$ cat src/rtl/pmul_serial_acc.sv
// rtl/pmul_serial_acc.sv - bit-serial polynomial multiply shift-accumulator
// Latches operand A on start, then folds one bit-slice of operand B per cycle into 2K-1 coefficient accumulators.
module pmul_serial_acc #(
    parameter int N = 4,
    parameter int K = 4,
    parameter int W = 10
) (
    input  logic                   clk,
    input  logic                   reset,
    input  logic                   start,
    input  logic [K*N-1:0]         adata,
    input  logic [K-1:0]           dcoeff,
    output logic [(2*K-1)*W-1:0]   cdata,
    output logic                   busy,
    output logic                   valid
);

    localparam int M  = 2 * K - 1;
    localparam int CW = (N > 1) ? $clog2(N) : 1;

    typedef enum logic [1:0] {
        IDLE = 2'd0,
        RUN  = 2'd1,
        DONE = 2'd2
    } state_t;

    state_t          state_q, state_d;
    logic [CW-1:0]   cnt_q, cnt_d;
    logic [N-1:0]    a_q   [K];
    logic [N-1:0]    a_d   [K];
    logic [W-1:0]    acc_q [M];
    logic [W-1:0]    acc_d [M];
    logic [W-1:0]    pp    [M];

    // Partial product of the current B slice: every a_i whose paired b_j bit is set lands on coefficient i+j.
    always_comb begin
        for (int m = 0; m < M; m++) begin
            pp[m] = '0;
        end
        for (int i = 0; i < K; i++) begin
            for (int j = 0; j < K; j++) begin
                if (dcoeff[j]) begin
                    pp[i+j] = pp[i+j] + W'(a_q[i]);
                end
            end
        end
    end

    always_comb begin
        state_d = state_q;
        cnt_d   = cnt_q;
        a_d     = a_q;
        acc_d   = acc_q;
        case (state_q)
            IDLE: begin
                if (start) begin
                    state_d = RUN;
                    cnt_d   = '0;
                    for (int i = 0; i < K; i++) begin
                        a_d[i] = adata[i*N +: N];
                    end
                    for (int m = 0; m < M; m++) begin
                        acc_d[m] = '0;
                    end
                end
            end
            RUN: begin
                for (int m = 0; m < M; m++) begin
                    acc_d[m] = acc_q[m] + (pp[m] << cnt_q);
                end
                cnt_d = cnt_q + CW'(1);
                if (cnt_q == CW'(N - 1)) begin
                    state_d = DONE;
                end
            end
            DONE: begin
                state_d = IDLE;
            end
            default: begin
                state_d = IDLE;
            end
        endcase
    end

    always_ff @(posedge clk or posedge reset) begin
        if (reset) begin
            state_q <= IDLE;
            cnt_q   <= '0;
            for (int i = 0; i < K; i++) begin
                a_q[i] <= '0;
            end
            for (int m = 0; m < M; m++) begin
                acc_q[m] <= '0;
            end
        end else begin
            state_q <= state_d;
            cnt_q   <= cnt_d;
            a_q     <= a_d;
            acc_q   <= acc_d;
        end
    end

    for (genvar g = 0; g < M; g++) begin : g_cdata
        assign cdata[g*W +: W] = acc_q[g];
    end

    assign busy  = (state_q != IDLE);
    assign valid = (state_q == DONE);

endmodule

$ cat config.mk
export PLATFORM = sky130hd
export DESIGN_NAME = pmul_serial_acc
export DESIGN_NICKNAME = d
export VERILOG_FILES = /design/src/rtl/pmul_serial_acc.sv
export SDC_FILE = /design/constraint.sdc
export NUM_CORES = 1
export LEC_CHECK = 0
export CORE_MARGIN = 3
export CORE_UTILIZATION = 38
export DETAILED_ROUTE_END_ITERATION = 16
export SYNTH_ARGS = -nofsm -noshare
export SYNTH_HDL_FRONTEND = slang
export SYNTH_SLANG_ARGS = --single-unit
export TNS_END_PERCENT = 5
$ cat constraint.sdc
create_clock -name clk -period 12 [get_ports clk]
set_input_delay 2.4 -clock clk [delete_from_list [all_inputs] [get_ports clk]]
set_output_delay 2.4 -clock clk [all_outputs]
set_load 0.01 [all_outputs]
==> results of run 1 <==
-- metal layers --
layer  track usage  part of all wire
met5             0                 0
met4        0.0377            0.0095
met3        0.0392             0.053
met2         0.282              0.43
met1         0.280              0.51
-- stage by stage --
stage	utilization	setup slack, ns
2_1_floorplan	-	5.00
3_3_place_gp	0.451	3.84
3_5_place_dp	0.451	3.59
4_1_cts	0.465	3.95
5_1_grt	0.465	3.41
6_report	0.465	3.93
-- worst paths after layout --
| check | from | slack [ns] | end |
|---|---|---|---|
| min in group asynchronous | reset | 2.46 | cdata[56] |
| max in group asynchronous | reset | 8.44 | cdata[34] |
| max reg2reg | a_q[12] | 6.37 | cdata[39] |
| min | cdata[9] | 0.48 | cdata[9] |
| max | dcoeff[3] | 3.93 | cdata[39] |
| min reg2reg | cdata[9] | 0.48 | cdata[9] |
-- cell families (layout without fill, tap and decap cells) --
kind of cell | count (synthesis) | count (layout)
compound gates | 262 | 262
simple gates | 257 | 257
fa+ha+maj | 110 | 110
flops | 90 | 90
buf+inv | 77 | 148
mux | 70 | 70
xor+xnor | 63 | 63
-- report_power, final --
| part | internal [µW] | total (µW) | switching, µW |
|---|---|---|---|
| combinational | 1120 | 2420 | 1300 |
| clock | 161 | 291 | 129 |
| sequential | 439 | 616 | 177 |
-- area by class of cell --
type | instances | area (µm²) | share of cell area
Sequential cell | 90 | 2250 | 0.235
Multi-Input combinational cell | 762 | 5610 | 0.584
Clock buffer | 11 | 233 | 0.0243
Clock inverter | 4 | 53.8 | 0.00561
Tap cell | 270 | 338 | 0.0352
Timing Repair Buffer | 100 | 986 | 0.103
Inverter | 33 | 126 | 0.0132
-- critical path: cells and delay by family --
family | cells | cell delay, ns
and+or+nand+nor | 7 | 1.62
muxes | 2 | 0.53
buffers and inverters | 3 | 0.95
AOI/OAI and AO/OA | 5 | 0.91
adders and majority gates | 5 | 1.32
xor gates and xnor gates | 4 | 0.60
-- state kept, by name, summed over array words and instances (netlist names) --
name,count
cdata,70
state_q,2
cnt_q,2
a_q,16
-- cell usage after synthesis (5+ instances only) --
cell type | count | area, µm²
mux2i_1 | 34 | 340
o21bai_1 | 11 | 82.6
buf_1 | 7 | 26.3
inv_1 | 32 | 120
nor3_1 | 7 | 35.0
a211oi_1 | 10 | 75.1
o21ai_0 | 81 | 405
dfrtp_1 | 90 | 2250
fa_1 | 16 | 320
clkbuf_1 | 33 | 124
o31ai_1 | 7 | 52.6
nor2b_1 | 13 | 81.3
a21o_1 | 40 | 300
o21a_1 | 8 | 60.1
a21oi_1 | 64 | 320
a31o_2 | 6 | 52.6
o211ai_1 | 7 | 52.6
mux2_2 | 35 | 394
nand2_1 | 93 | 349
nor2_1 | 63 | 236
ha_1 | 93 | 1160
nand3_1 | 46 | 230
xor2_1 | 25 | 219
and2_1 | 20 | 125
xnor2_1 | 38 | 333
o211a_1 | 5 | 50.1
o22ai_1 | 8 | 50.1
-- cell usage in the layout (no fill, tap or decap), types with 7 or more instances in the layout --
cell type,n
xnor2_1,38
nand3_1,46
dfrtp_1,90
o22ai_1,8
xor2_1,25
fa_1,16
o21ai_0,81
mux2_2,35
clkdlybuf4s50_1,94
inv_1,31
clkbuf_16,9
nor2b_1,12
mux2i_1,34
ha_1,93
o21bai_1,11
a21oi_1,63
a211oi_1,10
a21o_1,40
nor2_1,63
nor3_1,7
o211ai_1,7
o31ai_1,7
and2_1,20
nand2_1,92
o21a_1,8
==> results.sh, run 1 <==
export IMPL_outcome="complete, no violations"
export IMPL_placed_area_mm2=0.00931
export IMPL_clkLatencyLatePin_ns=0.36
export IMPL_final_layout_size_suffix_gt1_frac=0.0700
export IMPL_synth_edf_count=0
export IMPL_final_cells=1270
export IMPL_finalPower_uw=3330
export IMPL_yosys_most_used_dff="dfrtp_1"
export IMPL_cp_slowest_cell="clkdlybuf4s50_1"
export IMPL_cts_setup_buffers=0
export IMPL_diodes=0
export IMPL_ant_nets=0
export IMPL_syn_instance_count=929
export IMPL_synth_fa_ha_area_frac=0.184
export IMPL_critPathCaptureType="register"
export IMPL_cp_max_fo=19
export IMPL_gp_congestion=0.885
export IMPL_layout_min_cycle_time_ns=8.07
export IMPL_p_per_area_mw_per_mm2=347
export IMPL_die_x_um=152
export IMPL_antenna_found_initial=0
export IMPL_drv_slew=0
export IMPL_cts_resized_gates=0
export IMPL_crit_required_ns=12.27
export IMPL_die_h_um=152
export IMPL_yosys_cell_types_count=49
export IMPL_ir_drop_mv=0.363
export IMPL_holdWs_ns=0.483
export IMPL_worst_pin_slew_ns=1.12
export IMPL_cts_root_buf="clkbuf_16"
export IMPL_cts_max_level=3
export IMPL_fp_row_count=52
export IMPL_cts_tree="done"
export IMPL_crit_type="in -> reg"
export IMPL_crit_path_start_kind="primary input"
export IMPL_fin_area_mm2=0.00959
export IMPL_holdPathStages=1
export IMPL_vias_per_cell=5.42
export IMPL_cpPeakStageDelay_ns=0.85
export IMPL_dpl_cell_count=1255
export IMPL_synth_compound_area_frac=0.199
export IMPL_wirelength_mm=21.8
export IMPL_hold_buffers=0
export IMPL_async_reset_ff_frac=1.00
export IMPL_finalNetCount=1128
export IMPL_max_freq_mhz=124
export IMPL_core_mm2=0.0206
export IMPL_maxCapViolations=0
export IMPL_period_share=0.672
export IMPL_io_pin_count=95
export IMPL_report_final_hold_viol_count=0
export IMPL_cts_buffers=9
export IMPL_yosys_area_share_simple=0.143
export IMPL_ys_seq_area_frac=0.277
export IMPL_wl_per_cell_um=17.1
export IMPL_synth_mux_area_frac=0.0930
export IMPL_clk_pin_slew_ns=0.07
export IMPL_grt_pass1_vias=6639
export IMPL_initial_core_util=0.395
export IMPL_die_area_mm2=0.0232
export IMPL_cpMostUsedCell="ha_1"
export IMPL_synth_xor_xnor_area_share=0.0678
export IMPL_max_slew_margin_rel=0.250
export IMPL_arrival_ns=8.34
export IMPL_grt_max_degree=75
export IMPL_hp_class="reg -> reg"
export IMPL_finalSetupViolations=0
export IMPL_io_buffer_count=94
export IMPL_cts_buffer_depth=2
export IMPL_synth_top_family_by_area="compound AO/OA/AOI/OAI gates"
export IMPL_synth_warnings=0
export IMPL_grt_pass1_wl_mm=35.9
export IMPL_drtIter0Drc=365
export IMPL_areaGrowthSynthToFinish_pct=17.9
export IMPL_mappedNetlistNets=1061
export IMPL_grt_setup_unrepaired="false"
export IMPL_n_fill_cell=1965
export IMPL_setup_tns_ns=0
export IMPL_synth_seq_cells=90
export IMPL_p_leak_uw=0.00454
export IMPL_grt_ovfl_total=0
export IMPL_grt_usage=0.188
export IMPL_synth_area_per_cell_um2=8.76
export IMPL_netlist_area_mm2=0.00814
export IMPL_clock_skew_ns=0.0163
export IMPL_r2r_cells=25
export IMPL_drc_errors=0
export IMPL_numClockSinks=90
export IMPL_via_count=6880
export IMPL_firstDrtPassIters=5
export IMPL_dp_hpwl_mm=15.6
(Power assumes the default switching activity.)
==> run 2, diff against run 1 <==
==> constraint.sdc (replaced) <==
create_clock -name clk -period 6.8 [get_ports clk]
set_input_delay 1.36 -clock clk [delete_from_list [all_inputs] [get_ports clk]]
set_output_delay 1.36 -clock clk [all_outputs]
set_load 0.01 [all_outputs]
==> run 2 against run 1 <==
Against the previous run:
- total power up 78%
- via count up 0.67%
- routed wire length is 0.56% higher
- global-route usage rose by 0.28 points
- critical path depth shrank 1
- design area is 0.65% higher
- hold slack worse by 0.0042 ns
- critical endpoint unchanged
- clock skew is 0.0047 ns lower
- non-clock buffer count is 9 higher
- count of clock-buffer cells in the layout fell by 1
- die area unchanged
==> results.sh, run 2 (synthesized netlist as in run 1, its figures left out) <==
export IMPL_outcome="complete, no violations"
export IMPL_gp_congestion=0.852
export IMPL_switchingPower_uw=2880
export IMPL_gr_usage_met3=0.0415
export IMPL_die_h_um=152
export IMPL_grt_ovfl_total=0
export IMPL_cts_max_level=3
export IMPL_maxCapViolations=0
export IMPL_crit_type="in -> reg"
export IMPL_finalNetCount=1137
export IMPL_r2r_cells=24
export IMPL_grt_usage=0.191
export IMPL_cts_buffer_depth=2
export IMPL_areaGrowthSynthToFinish_pct=18.6
export IMPL_internal_power_uw=3040
export IMPL_wirelength_mm=21.9
export IMPL_crit_required_ns=7.07
export IMPL_setup_tns_ns=0
export IMPL_cts_tree="done"
export IMPL_p_per_area_mw_per_mm2=613
export IMPL_comb_power_share=0.735
export IMPL_final_cell_mix="94 x clkdlybuf4s50_1, 93 x ha_1, 92 x nand2_1"
export IMPL_p_leak_uw=0.00458
export IMPL_antenna_found_initial=0
export IMPL_grt_pass1_wl_mm=36.6
export IMPL_n_fill_cell=2012
export IMPL_drv_slew=0
export IMPL_hp_class="reg -> reg"
export IMPL_final_layout_size_suffix_gt1_frac=0.0823
export IMPL_drtIter0Drc=400
export IMPL_core_mm2=0.0206
export IMPL_diodes=0
export IMPL_vias_per_cell=5.42
export IMPL_crit_path_start_kind="primary input"
export IMPL_ff_latch_area_mm2=0.00225
export IMPL_mostFrequentLayoutCell="clkdlybuf4s50_1"
export IMPL_grt_setup_unrepaired="true"
export IMPL_grt_pass1_vias=7001
export IMPL_cts_root_buf="clkbuf_16"
export IMPL_cts_setup_buffers=0
export IMPL_numClockSinks=90
export IMPL_die_area_mm2=0.0232
export IMPL_arrival_ns=6.71
export IMPL_grt_busiest_layer="met2"
export IMPL_finalSetupViolations=0
export IMPL_clk_pin_slew_ns=0.07
export IMPL_wl_per_cell_um=17.1
export IMPL_finalPower_uw=5920
export IMPL_ir_drop_mv=0.519
export IMPL_holdPathStages=1
export IMPL_initial_core_util=0.395
export IMPL_switching_share=0.486
export IMPL_drc_errors=0
export IMPL_cts_buffers=9
export IMPL_period_share=0.947
export IMPL_clkLatencyLatePin_ns=0.35
export IMPL_via_count=6926
export IMPL_critPathCaptureType="register"
export IMPL_max_slew_margin_rel=0.346
export IMPL_clock_skew_ns=0.0116
export IMPL_fin_area_mm2=0.00966
export IMPL_io_pin_count=95
export IMPL_io_buffer_count=94
export IMPL_seqPwrFrac=0.184
export IMPL_grt_max_degree=56
export IMPL_largest_register_ffs=70
export IMPL_layout_min_cycle_time_ns=6.44
export IMPL_final_cells=1279
export IMPL_firstDrtPassIters=6
export IMPL_fp_row_count=52
export IMPL_cp_max_fo=5
export IMPL_clockPowerShare=0.081
export IMPL_ant_nets=0
export IMPL_die_x_um=152
export IMPL_worst_pin_slew_ns=0.979
export IMPL_multiInputGateArea_mm2=0.00562
export IMPL_gr_usage_met2=0.300
export IMPL_max_freq_mhz=155
export IMPL_placed_area_mm2=0.00938
export IMPL_met1_usage=0.273
export IMPL_report_final_hold_viol_count=0
export IMPL_dp_hpwl_mm=15.8
export IMPL_dpl_cell_count=1264
-- run 2: changes by cell type in the layout (fill, tap and decap cells not counted), moves of 2 or more --
cell,change
a21oi_1,-2
o21ai_1,+3
buf_4,+9
a21oi_2,+2
o21ai_0,-3
-- run 2: metrics by stage --
step | utilization | worst slack [ns] | hold slack (ns)
2_1_floorplan | - | 0.838 | 0.513
3_3_place_gp | 0.455 | 0.0510 | 0.471
3_5_place_dp | 0.455 | -0.0833 | 0.467
4_1_cts | 0.468 | 0.245 | 0.488
5_1_grt | 0.468 | -0.00117 | 0.505
6_report | 0.468 | 0.357 | 0.479
-- run 2: per-layer routing --
layer	part of all wire	wire length, µm	vias up
met5	0	0	-
met4	0.010	225	0
met3	0.044	957	17
met2	0.44	9580	118
met1	0.51	11100	3321
li1	-	-	3470
-- run 2: critical path, stage by stage --
cell             delay [ns]
clkdlybuf4s50_1        0.56
and2_1                 0.17
ha_1                   0.17
inv_1                  0.06
fa_1                   0.48
mux2i_1                0.09
buf_4                  0.16
fa_1                   0.43
xor2_1                 0.18
mux2_2                 0.28
ha_1                   0.34
nand3_1                0.09
nand2_1                0.10
a21oi_1                0.07
a211oi_1               0.25
xnor2_1                0.12
a21oi_1                0.21
mux2i_1                0.11
ha_1                   0.21
or4_1                  0.54
nor2_1                 0.11
o21ai_1                0.10
xnor2_1                0.15
or3_1                  0.30
o21ai_0                0.08
-- run 2: area by class of cell --
type / instances / area share
clock buffer: 10 / 0.0237
tap: 270 / 0.0350
inverter: 33 / 0.0131
timing repair buffer: 109 / 0.109
multi-input combinational: 762 / 0.582
sequential: 90 / 0.233
clock inverter: 5 / 0.00415
-- run 2: what timing repair did --
| item | CTS | global route |
|---|---|---|
| gates resized for setup | 0 | 6 |
| hold buffers | 0 | 0 |
| hold endpoints to repair | 0 | 0 |
| setup endpoints to repair | 0 | 3 |
-- run 2: worst paths after layout --
| path | startpoint | to | slack (ns) |
|---|---|---|---|
| setup / recovery | dcoeff[3] | cdata[39] | 0.36 |
| hold / removal | cdata[59] | cdata[59] | 0.48 |
| setup reg to reg | a_q[12] | cdata[39] | 1.42 |
| hold reg to reg | cdata[59] | cdata[59] | 0.48 |
| max in group asynchronous | reset | cdata[12] | 4.30 |
| min in group asynchronous | reset | cdata[57] | 1.38 |
-- run 2: power groups by stage --
| stage | registers, µW | logic [µW] | clock network (µW) |
|---|---|---|---|
| floorplan | 1050 | 3200 | 0 |
| global placement | 1100 | 4240 | 0 |
| detailed placement | 1100 | 4330 | 0 |
| CTS | 1100 | 4350 | 499 |
| global route | 1130 | 4950 | 514 |
| finish | 1090 | 4350 | 481 |
==> run 3, diff against run 2 <==
==> constraint.sdc (replaced) <==
create_clock -name clk -period 6.8 [get_ports clk]
set_input_delay 2.04 -clock clk [delete_from_list [all_inputs] [get_ports clk]]
set_output_delay 2.04 -clock clk [all_outputs]
set_load 0.01 [all_outputs]
==> run 3 against run 2 <==
Against the previous run:
- sequential cell count unchanged
- worst setup slack got worse by 0.075 ns
- hold slack improved by 0.0052 ns
- routed wire length rose by 1.7%
- critical endpoint unchanged
- design area is 3.4% higher
- count of clock-buffer cells in the layout unchanged
- clock skew is 0.0036 ns higher
- largest cell class unchanged
- die area unchanged
- core utilization is 1.6 points higher
- final cell count grew 2.9%
==> results.sh, run 3 (synthesized netlist as in run 1, its figures left out) <==
export IMPL_startpoint="dcoeff[3]"
export IMPL_final_core_util=0.484
export IMPL_initial_core_util=0.395
export IMPL_wl_per_cell_um=16.9
export IMPL_drv_slew=0
export IMPL_finalSetupViolations=0
export IMPL_maxCapViolations=0
export IMPL_crit_type="in -> reg"
export IMPL_r2r_start="a_q[12]"
export IMPL_cts_buffer_depth=2
export IMPL_n_fill_cell=1963
export IMPL_arrival_ns=6.80
export IMPL_dpl_cell_count=1296
export IMPL_cp_max_fo=6
export IMPL_die_area_mm2=0.0232
export IMPL_ant_nets=0
export IMPL_report_final_hold_viol_count=0
export IMPL_cpMostUsedCell="ha_1"
export IMPL_gp_congestion=0.888
export IMPL_reg2reg_to="cdata[39]"
export IMPL_largest_register_ffs=70
export IMPL_clk_pin_slew_ns=0.07
export IMPL_multiInputGateArea_mm2=0.00567
export IMPL_setup_ws_ns=0.282
export IMPL_cpPeakStageDelay_ns=0.55
export IMPL_final_cells=1316
export IMPL_areaGrowthSynthToFinish_pct=22.7
export IMPL_antenna_found_initial=1
export IMPL_cts_tree="done"
export IMPL_mostFrequentLayoutCell="clkdlybuf4s50_1"
export IMPL_final_cell_mix="93 x clkdlybuf4s50_1, 92 x nand2_1, 92 x ha_1"
export IMPL_crit_required_ns=7.08
export IMPL_pre_cts_ws_ns=-0.663
export IMPL_met1_usage=0.281
export IMPL_finalNetCount=1173
export IMPL_crit_path_end="cdata[39]"
export IMPL_layout_min_cycle_time_ns=6.52
export IMPL_drtIter0Drc=340
export IMPL_grt_pass1_wl_mm=36.7
export IMPL_numClockSinks=90
export IMPL_grt_busiest_layer="met2"
export IMPL_ff_latch_area_mm2=0.00225
export IMPL_worst_pin_slew_ns=0.912
export IMPL_grt_ovfl_total=0
export IMPL_vias_per_cell=5.38
export IMPL_via_count=7080
export IMPL_dp_hpwl_mm=15.9
export IMPL_crit_path_start_kind="primary input"
export IMPL_holdWs_ns=0.484
export IMPL_firstDrtPassIters=5
export IMPL_grt_usage=0.192
export IMPL_r2r_cells=25
export IMPL_fp_row_count=52
export IMPL_io_buffer_count=94
export IMPL_drc_errors=0
export IMPL_wirelength_mm=22.2
export IMPL_clock_skew_ns=0.0152
export IMPL_final_layout_size_suffix_gt1_frac=0.126
export IMPL_gr_usage_met2=0.294
export IMPL_period_share=0.958
export IMPL_critPathCaptureType="register"
export IMPL_cts_buffers=9
export IMPL_die_h_um=152
export IMPL_cts_max_level=3
export IMPL_grt_pass1_vias=6975
export IMPL_regToRegSetupSlack_ns=1.56
export IMPL_clkLatencyLatePin_ns=0.36
export IMPL_grt_max_degree=65
export IMPL_max_freq_mhz=153
export IMPL_hold_buffers=0
export IMPL_cp_slowest_cell="or4_4"
export IMPL_io_pin_count=95
export IMPL_outcome="complete, no violations"
export IMPL_core_mm2=0.0206
export IMPL_die_x_um=152
export IMPL_gr_usage_met3=0.0372
export IMPL_cts_root_buf="clkbuf_16"
export IMPL_diodes=0
export IMPL_max_slew_margin_rel=0.391
export IMPL_hp_class="reg -> reg"
## run 3: per-layer routing
| layer | vias up | routed length, µm |
|---|---|---|
| met2 | 144 | 9720 |
| met5 | - | 0 |
| met3 | 15 | 1050 |
| met1 | 3378 | 11200 |
| met4 | 0 | 252 |
| li1 | 3543 | - |
## run 3: what timing repair did
item,CTS,global route
pin swaps,0,6
setup endpoints to repair,5,5
gates resized for setup,3,17
buffers inserted,0,4
## run 3: final cells by class
class | instances | share of cell area
clock buffers | 10 | 0.0239
repair buffers | 145 | 0.132
flip-flops and latches | 90 | 0.225
clock inverters | 6 | 0.00488
multi-input cells | 762 | 0.567
well taps | 270 | 0.0338
inverters | 33 | 0.0127
## run 3: worst min path at each step
stage                     depth (start not counted)       from   endpoint  slack, ns
after floorplan                                   1  cdata[69]  cdata[69]       0.51
after global placement                            1  cdata[29]  cdata[29]       0.47
after detailed placement                          1  cdata[19]  cdata[19]       0.47
after CTS                                         1  cdata[59]  cdata[59]       0.48
after global routing                              1  cdata[49]  cdata[49]       0.51
final                                             1  cdata[59]  cdata[59]       0.48
## run 3: metrics by stage
stage / TNS, ns / area (µm²)
floorplan: 0 / 8140
global placement: -2.52 / 9620
detailed placement: -3.20 / 9620
CTS: 0 / 9910
global route: -0.0826 / 9990
finish: 0 / 9990
## run 3: critical path, delay by kind of cell
kind	cells	cell delay [ns]
adder cells (fa/ha/maj)	5	1.42
AND/OR/NAND/NOR	7	1.46
XOR/XNOR	4	0.64
multiplexers	2	0.37
AO/OA/AOI/OAI	6	0.68
buffers and inverters	2	0.18
Power of run 3 is not shown: default switching activity piles up to over one toggle a cycle in this logic, so the estimate is an artifact.
